`src/rtl/cpuDefine_pkg.sv`:
```
// Shared CPU types and writeback-stage constants.
package cpuDefine;
  localparam int rfNum        = 32;
  localparam int WB_SRC_NUM   = 3;
  localparam int STARVE_LIMIT = 4;

  typedef logic [$clog2(rfNum)-1:0] Gr;
  typedef logic [31:0]              DType;

  typedef enum logic [1:0] {
    WB_LSU = 2'd0,
    WB_MDU = 2'd1,
    WB_ALU = 2'd2
  } wb_src_e;
endpackage

```
`src/rtl/wb_arbiter.sv`:
```
// Single-grant writeback arbiter: fixed low-index priority, with anti-starvation
// promotion for every source from WB_MDU upward.
module wb_arbiter
  import cpuDefine::*;
#(
  parameter int N     = cpuDefine::WB_SRC_NUM,
  parameter int LIMIT = cpuDefine::STARVE_LIMIT
) (
  input  logic         aclk,
  input  logic         reset,
  input  logic         flush,
  input  logic [N-1:0] src_valid,
  output logic [N-1:0] src_ready
);
  localparam int FIRST = int'(WB_MDU);
  localparam int CW    = $clog2(LIMIT + 1);

  logic [N-1:FIRST][CW-1:0] starve_cnt;
  logic                     found;

  // Starved sources win first (lowest index among them), then plain priority.
  always_comb begin
    src_ready = '0;
    found     = 1'b0;
    for (int i = FIRST; i < N; i++) begin
      if (!found && src_valid[i] && starve_cnt[i] == CW'(LIMIT)) begin
        src_ready[i] = 1'b1;
        found        = 1'b1;
      end
    end
    for (int i = 0; i < N; i++) begin
      if (!found && src_valid[i]) begin
        src_ready[i] = 1'b1;
        found        = 1'b1;
      end
    end
    if (reset || flush) src_ready = '0;
  end

  always_ff @(posedge aclk) begin
    if (reset || flush) begin
      starve_cnt <= '0;
    end else begin
      for (int i = FIRST; i < N; i++) begin
        if (src_valid[i] && !src_ready[i]) begin
          if (starve_cnt[i] != CW'(LIMIT)) starve_cnt[i] <= starve_cnt[i] + CW'(1);
        end else begin
          starve_cnt[i] <= '0;
        end
      end
    end
  end
endmodule

```
`src/rtl/wb_unit.sv`:
```
// Writeback stage: arbitrates result sources into one register-file write per
// cycle and tracks outstanding destination registers.
module wb_unit
  import cpuDefine::*;
#(
  parameter int STARVE_LIMIT = cpuDefine::STARVE_LIMIT,
  parameter int WB_SRC_NUM   = cpuDefine::WB_SRC_NUM
) (
  input  logic                             aclk,
  input  logic                             reset,
  input  logic [WB_SRC_NUM-1:0]            src_valid,
  output logic [WB_SRC_NUM-1:0]            src_ready,
  input  logic [WB_SRC_NUM-1:0][4:0]       src_rd,
  input  logic [WB_SRC_NUM-1:0][31:0]      src_data,
  input  logic                             issue_en,
  input  logic [4:0]                       issue_rd,
  input  logic                             flush,
  output logic [4:0]                       rd_wb_out,
  output logic                             regWriteEn,
  output logic [31:0]                      regWriteData,
  output logic [rfNum-1:0]                 pending,
  output logic [31:0]                      wb_count
);
  logic             acc;
  Gr                sel_rd;
  DType             sel_data;
  logic [rfNum-1:0] pend_nxt;

  wb_arbiter #(.N(WB_SRC_NUM), .LIMIT(STARVE_LIMIT)) u_arb (
    .aclk      (aclk),
    .reset     (reset),
    .flush     (flush),
    .src_valid (src_valid),
    .src_ready (src_ready)
  );

  always_comb begin
    acc      = 1'b0;
    sel_rd   = '0;
    sel_data = '0;
    for (int i = 0; i < WB_SRC_NUM; i++) begin
      if (src_ready[i]) begin
        acc      = 1'b1;
        sel_rd   = src_rd[i];
        sel_data = src_data[i];
      end
    end
  end

  // Issue is applied after the clear so a same-cycle set wins; flush beats both.
  always_comb begin
    pend_nxt = pending;
    if (acc)      pend_nxt[sel_rd]   = 1'b0;
    if (issue_en) pend_nxt[issue_rd] = 1'b1;
    if (flush)    pend_nxt           = '0;
    pend_nxt[0] = 1'b0;
  end

  always_ff @(posedge aclk) begin
    if (reset) begin
      regWriteEn   <= 1'b0;
      rd_wb_out    <= '0;
      regWriteData <= '0;
      pending      <= '0;
      wb_count     <= '0;
    end else begin
      regWriteEn <= acc && (sel_rd != '0);
      if (acc && (sel_rd != '0)) begin
        rd_wb_out    <= sel_rd;
        regWriteData <= sel_data;
      end
      pending  <= pend_nxt;
      wb_count <= wb_count + {31'b0, regWriteEn};
    end
  end
endmodule

```
`config.mk`:
```
export PLATFORM = sky130hd
export DESIGN_NAME = wb_unit
export DESIGN_NICKNAME = d
export VERILOG_FILES = /design/src/rtl/cpuDefine_pkg.sv /design/src/rtl/wb_arbiter.sv /design/src/rtl/wb_unit.sv
export SDC_FILE = /design/constraint.sdc
export NUM_CORES = 1
export LEC_CHECK = 0
export ABC_AREA = 1
export CAP_MARGIN = 0
export CORE_ASPECT_RATIO = 1.75
export CORE_MARGIN = 2
export CORE_UTILIZATION = 30
export CTS_BUF_LIST = sky130_fd_sc_hd__clkbuf_8
export DETAILED_ROUTE_END_ITERATION = 7
export DONT_BUFFER_PORTS = 1
export PLACE_DENSITY = 0.45
export SETUP_SLACK_MARGIN = 0.2
export SLEW_MARGIN = 30
export SYNTH_ARGS = -nofsm -noshare
export SYNTH_HDL_FRONTEND = slang
export SYNTH_SLANG_ARGS = --single-unit
```
`constraint.sdc`:
```
create_clock -name aclk -period 2.35 [get_ports aclk]
set_input_delay 0.705 -clock aclk [delete_from_list [all_inputs] [get_ports aclk]]
set_output_delay 0.705 -clock aclk [all_outputs]
set_load 0.01 [all_outputs]
```
==> results.md, run 1 <==
* Status: complete, no violations
* Vias in the first global route at 5320
* Setup violators final at 0
* Clock buffer depth at 2
* CTS Buf Count at 9
* Met3 wire length at about 1600 microns
* Worst min path class: input port to register
* Number of hold buffers added after CTS at 0
* H-tree level count at 3
* Layout net count at 961
* Final worst-path cycle share at 0.944
* Clock transition at path regs at about 0.13 ns
* Slew @ Worst Pin at 0.624 ns
* First-pass GRT wire length at roughly 28000 microns
* Die H at 183 microns
* Final hold vios at 0
* Slowest CP cell: dfxtp_2
* Clk_lat worst skew at roughly 0.38 ns
* Most used DFF post-synth: dfxtp_1
* Syn_area_per_cell at about 7.0 sq um
* DP Area at 5880 sq um
* Final Skew at between 0.02 and 0.025 ns
* CP Launch Type: register
* WL final at 18900 microns
* Horiz. Die Dim at around 110 microns
* Global route overflow at 0
* RSZ-0062 raised after global routing: true
* Initial Util at 0.306
* Power Density at around 520 nW/um^2
* Maximum resistive drop on vdd at between 0.2 and 0.25 mV
* Residual DRC count at 0
* Top sig layer: met4
* Max-cap violation count at 0
* Hold Path Stages at 1
* Crit path max fanout at 9
* Hold WS at 0.369 ns
* Antenna violations before repair at 1
* Worst Path Arrival at around 1.5 ns
* Mapped Area at between 5000 and 6000 sq um
* Critical path type: register to output port
* Area grow syn2layout at 24.8%
* FF+latch count, synth at 107
* Core Region at between 15000 and 20000 sq um
* Iteration-0 DRC count of the detailed router at roughly 150
* Drt wl/cell at between 15 and 20 microns
* Via density at 5.01
* Port bufs at 0
* Post-Syn Instances at 787
* Slew HR at 0.581
* Fmax at ~0.45 GHz
* Drt first pass iters at 5
* Full die area at roughly 19000 sq um
* Leak at 2.60 nW
* Tmin final at 2.22 ns
* WP data required at between 1.5 and 2 ns
* Worst reg2reg path depth at 15
* GPL Wtd Cong at a little under 0.9
* Synthesized Nets at 916
* Async SR Flop Fraction at 0
* CP peak stage delay at 0.34 ns
* Number of synthesis warnings at 0
* Met2 wire len at around 10000 microns
* Sequential area share after synthesis at 0.389
* CTS root buffer: clkbuf_8
* Slew Viols, Final at 0
* Share of cells above drive strength 1 at 0.234
* Number of synthesized flops with an enable pin at 0
* Cell breakdown of the critical path: inv_2 -> ha_4 -> nand3_4 -> nand3_4 -> nand2_4 -> nand2_4 -> inv_4 -> buf_12
* Clock sinks at about 110
* Netlist cell types at 39
* Final Util at 0.382
* # rows at 65
* Via count at roughly 5400
* TNS Setup at 0 ns
* Largest net degree at the start of global routing at 63
* Design Area, Final at ~6900 sq um
* DP HPWL at between 10000 and 15000 microns
* I/O pins at 228
* Final WS setup at between 0.1 and 0.15 ns
* CTS tree: built
* DRT antenna net count at 0
* Overall global routing resource usage at 0.184
* M1 WL at between 6000 and 7000 microns
* Worst Setup End Kind: output port
* Setup slack at placement at around 0.068 ns
## worst paths after layout
kind / end / slack [ns] / from
max: src_ready[1] / 0.13 / u_arb.starve_cnt[3]$_SDFFE_PP0P_
min: wb_count[29]$_SDFF_PP0_ / 0.37 / reset
max reg2reg: regWriteData[3]$_SDFFE_PP0P_ / 0.19 / u_arb.starve_cnt[3]$_SDFFE_PP0P_
min reg2reg: regWriteData[25]$_SDFFE_PP0P_ / 0.52 / regWriteData[25]$_SDFFE_PP0P_
## cell families (layout without fill, tap and decap cells)
group / Yosys count / count (layout) / synth area share
fa+ha+maj: 6 / 6 / 0.0136
flops: 107 / 107 / 0.389
xor+xnor: 8 / 8 / 0.0127
compound gates: 148 / 148 / 0.160
simple gates: 433 / 433 / 0.354
buf+inv: 84 / 134 / 0.0698
other cells: 1 / 2 / 0.000681
## layer usage
metal	up-vias	GRT usage
li1	2655	-
met3	34	0.0640
met5	-	0
met2	207	0.368
met4	0	0.0774
met1	2479	0.162
## layout by cell type (no fill, tap or decap), types with 3 or more instances in the layout
cell type / Yosys / layout
ha_4: 0 / 4
nor3_1: 27 / 25
a21boi_0: 32 / 32
nor2_8: 4 / 4
nand3_1: 39 / 35
nor2_2: 5 / 5
nor2_1: 38 / 31
inv_1: 51 / 45
nand3_2: 4 / 5
nand2_1: 275 / 256
dfxtp_1: 107 / 101
nand3_4: 0 / 3
inv_4: 0 / 5
or2_2: 3 / 3
inv_2: 5 / 5
bufbuf_16: 0 / 5
nor2_4: 0 / 7
buf_12: 1 / 4
xor2_1: 4 / 4
inv_8: 0 / 3
a21oi_2: 11 / 27
nand3b_1: 3 / 3
o21ai_0: 19 / 14
nand2_4: 5 / 12
buf_4: 2 / 43
o21ai_1: 1 / 6
o21a_1: 6 / 6
nand2_2: 16 / 27
buf_6: 2 / 8
dfxtp_2: 0 / 6
nand4_1: 7 / 7
a21oi_1: 77 / 61
xnor2_1: 4 / 4
clkbuf_8: 0 / 9
## final cells by class
class	instances	area, sq um
clock inverters	7	67.6
flip-flops and latches	107	2150
inverters	56	228
repair buffers	62	706
clock buffers	9	124
multi-input cells	596	3300
diodes	1	2.50
well taps	234	293
fillers	1916	11100
## critical path, delay by kind of cell, from the launching register on
kind	cells	cell delay, ns
adder cells (fa/ha/maj)	1	0.16
AND/OR/NAND/NOR	4	0.39
buffers and inverters	3	0.24
flip-flops	1	0.34
## report_power, final
part	leakage (nW)	total, W	switching, W	internal, W
Sequential	0.867	0.00190	0.0000495	0.00185
Clock	0.0958	0.00113	0.000711	0.000416
Combinational	1.63	0.000559	0.000313	0.000247
Total	2.60	0.00359	0.00107	0.00252
## flip-flops by register name, indices dropped and copies added (netlist names)
signal	flops
pending	31
rd_wb_out	5
wb_count	32
u_arb.starve_cnt	6
regWriteData	32
regWriteEn	1
## per-stage QoR
stage / total power, W / std cells
after global routing: 0.00377 / 1072
after floorplan: 0.00224 / 787
after CTS: 0.00356 / 1057
final: 0.00359 / 1072
after detailed placement: 0.00235 / 1022
after global placement: 0.00234 / 1022
## what timing repair did
| item | 4_1_cts | 5_1_grt |
|---|---|---|
| pin swaps | 8 | 20 |
| buffers inserted | 14 | 10 |
| gates resized for setup | 29 | 82 |
| gates cloned | 5 | 4 |
| endpoints found under the setup margin | 45 | 77 |
## cells in the mapped netlist (6+ instances only)
master | n | area (sq um)
nand2_1 | 275 | 1030
nor2_1 | 38 | 143
o21a_1 | 6 | 45.0
dfxtp_1 | 107 | 2140
ha_1 | 6 | 75.1
nand3_1 | 39 | 195
nand2_2 | 16 | 100
buf_2 | 6 | 30.0
inv_1 | 51 | 191
nor3_1 | 27 | 135
o21ai_0 | 19 | 95.1
a21oi_2 | 11 | 96.3
a21oi_1 | 77 | 385
nand4_1 | 7 | 43.8
a21boi_0 | 32 | 240
clkbuf_1 | 14 | 52.6
Power figures use the tool's default switching activity.
==> run 2: changes to the inputs <==
--- a/config.mk
+++ b/config.mk
@@ -13,6 +13,7 @@
 export CTS_BUF_LIST = sky130_fd_sc_hd__clkbuf_8
 export DETAILED_ROUTE_END_ITERATION = 7
 export DONT_BUFFER_PORTS = 1
+export GPL_ROUTABILITY_DRIVEN = 0
 export PLACE_DENSITY = 0.45
 export SETUP_SLACK_MARGIN = 0.2
 export SLEW_MARGIN = 30
==> results of run 2 <==
Final layout, timing and power as in run 1 (identical DEF).
==> run 3: changes to the inputs <==
--- a/config.mk
+++ b/config.mk
@@ -14,7 +14,9 @@
 export DETAILED_ROUTE_END_ITERATION = 7
 export DONT_BUFFER_PORTS = 1
 export GPL_ROUTABILITY_DRIVEN = 0
+export GPL_TIMING_DRIVEN = 0
 export PLACE_DENSITY = 0.45
+export RECOVER_POWER = 25
 export SETUP_SLACK_MARGIN = 0.2
 export SLEW_MARGIN = 30
 export SYNTH_ARGS = -nofsm -noshare
==> results.md, run 3 (synthesis results as in run 1) <==
* Status: complete, no violations
* Die H at 183 microns
* Via count at around 5300
* Total power at 0.00360 W
* Hold WS at approximately 0.51 ns
* Design Area, Final at 6840 sq um
* Tmin final at between 2 and 2.5 ns
* FF-to-FF setup slack at 0.18 ns
* Layout net count at 965
* CTS Buf Count at 9
* Clk_lat worst skew at approximately 0.37 ns
* Vias in the first global route at roughly 5500
* Via density at between 4 and 5
* Slew @ Worst Pin at approximately 0.98 ns
* Setup violators final at 0
* # rows at 65
* Worst Path Arrival at approximately 1.6 ns
* Area grow syn2layout at 24.2%
* Worst min path class: register to register
* WHS Endpoint: u_arb.starve_cnt[0]$_SDFFE_PP0P_
* Hold Path Stages at 2
* Maximum resistive drop on vdd at between 0.2 and 0.3 mV
* Biggest regs: regWriteData: 32 flops, wb_count: 32 flops, pending: 31 flops
* Fmax at roughly 0.44 GHz
* Diodes inserted at 0
* Final hold vios at 0
* Crit path max fanout at 5
* RSZ-0062 raised after global routing: true
* Drt wl/cell at roughly 18 microns
* Leak at about 2.6 nW
* Final Util at 0.380
* CTS tree: built
* Iteration-0 DRC count of the detailed router at a little over 200
* Clock sinks at between 100 and 150
* CTS root buffer: clkbuf_8
* Drt first pass iters at 4
* Port bufs at 0
* Slew HR at 0.343
* Full die area at about 20000 sq um
* Final Skew at 0.0151 ns
* CP Launch Type: register
* Critical R2R Capture: wb_count[20]$_SDFF_PP0_
* DP HPWL at roughly 15000 microns
* Slew Viols, Final at 0
* Min-delay src: u_arb.starve_cnt[0]$_SDFFE_PP0P_
* DP Area at 5820 sq um
* Clock transition at path regs at ~0.1 ns
* Residual DRC count at 0
* Antenna violations before repair at 0
* Max-cap violation count at 0
* Global route overflow at 0
* Clock buffer depth at 2
* Beginning of the critical path: u_arb.starve_cnt[1]$_SDFFE_PP0P_
* First-pass GRT wire length at between 20000 and 30000 microns
* Horiz. Die Dim at around 110 microns
* Reg-to-Reg Start: regWriteEn$_SDFF_PP0_
* H-tree level count at 3
* Most frequent cells in the layout: nand2_1, dfxtp_1, a21oi_1
* Initial Util at 0.306
* WL final at about 19000 microns
* Final worst-path cycle share at 0.959
* Critical path type: register to output port
* Share of cells above drive strength 1 at 0.236
* WP data required at ~1.6 ns
* I/O pins at between 200 and 250
* Leading cell type in the layout, fill and taps excluded: nand2_1
* Worst Setup End Kind: output port
* Number of hold buffers added after CTS at 0
* Core Region at between 15000 and 20000 sq um
* Power Density at ~530 nW/um^2
* DRT antenna net count at 0
* Largest net degree at the start of global routing at 17
* Worst reg2reg path depth at 13
* Overall global routing resource usage at 0.193
-- run 3: changes by cell type in the layout (fill, tap and decap cells not counted), moves of 4 or more --
cell	previous run	this run
a21oi_2	27	19
a21oi_1	61	69
buf_4	43	36
buf_6	8	3
nor3_2	1	6
nand2_2	27	23
nor2_1	31	27
nor3_1	25	20
nand2_1	256	261
o21ai_0	14	9
o21ai_2	0	6
clkbuf_1	0	10
-- run 3: report_power, final --
group	internal, W	switching, W
Sequential	0.00185	0.0000597
Combinational	0.000225	0.000320
Clock	0.000514	0.000628
Total	0.00259	0.00101
-- run 3: metal layers --
metal | share of wire | track usage | wire [microns]
met2 | 0.57 | 0.395 | 10900
met4 | 0.020 | 0.0637 | 374
met1 | 0.33 | 0.171 | 6250
met5 | 0 | 0 | 0
met3 | 0.084 | 0.0640 | 1610
-- run 3: area by class of cell --
class                   count  area [sq um]
repair buffers             38           377
inverters                  56           234
clock buffers              10           138
well taps                 234           293
multi-input cells         596          3350
fillers                  1907         11100
plain buffers              28           238
clock inverters             4          51.3
flip-flops and latches    107          2150
-- run 3: what timing repair did --
action,4_1_cts,5_1_grt
gates cloned,4,0
pin swaps,26,14
buffers inserted,27,7
gates resized for setup,71,70
hold endpoints to repair,0,0
endpoints found under the setup margin,74,81
-- run 3: critical path: stages (launching register included) --
cell and delay [ns]:
dfxtp_2 0.35, inv_2 0.04, ha_4 0.17, nand3_4 0.10, nand4_1 0.11, nand2_2 0.12
nand2_2 0.07, inv_4 0.08, clkbuf_16 0.15
-- run 3: worst max-delay path by stage --
stage | end | slack [ns] | cells after the start
detailed placement | regWriteData[30]$_SDFFE_PP0P_ | -0.38 | 12
finish | src_ready[2] | 0.1 | 8
global route | wb_count[24]$_SDFF_PP0_ | -0.01 | 15
global placement | regWriteData[30]$_SDFFE_PP0P_ | -0.32 | 12
CTS | src_ready[2] | 0.08 | 8
floorplan | src_ready[1] | 0.13 | 7
-- run 3: through the flow --
step	instances	worst slack [ns]	setup TNS, ns
final	1073	0.0955	0
after global routing	1073	-0.0149	-0.0407
after CTS	1066	0.0795	0
after detailed placement	1021	-0.379	-17.62
after global placement	1021	-0.324	-15.05
after floorplan	787	0.132	0
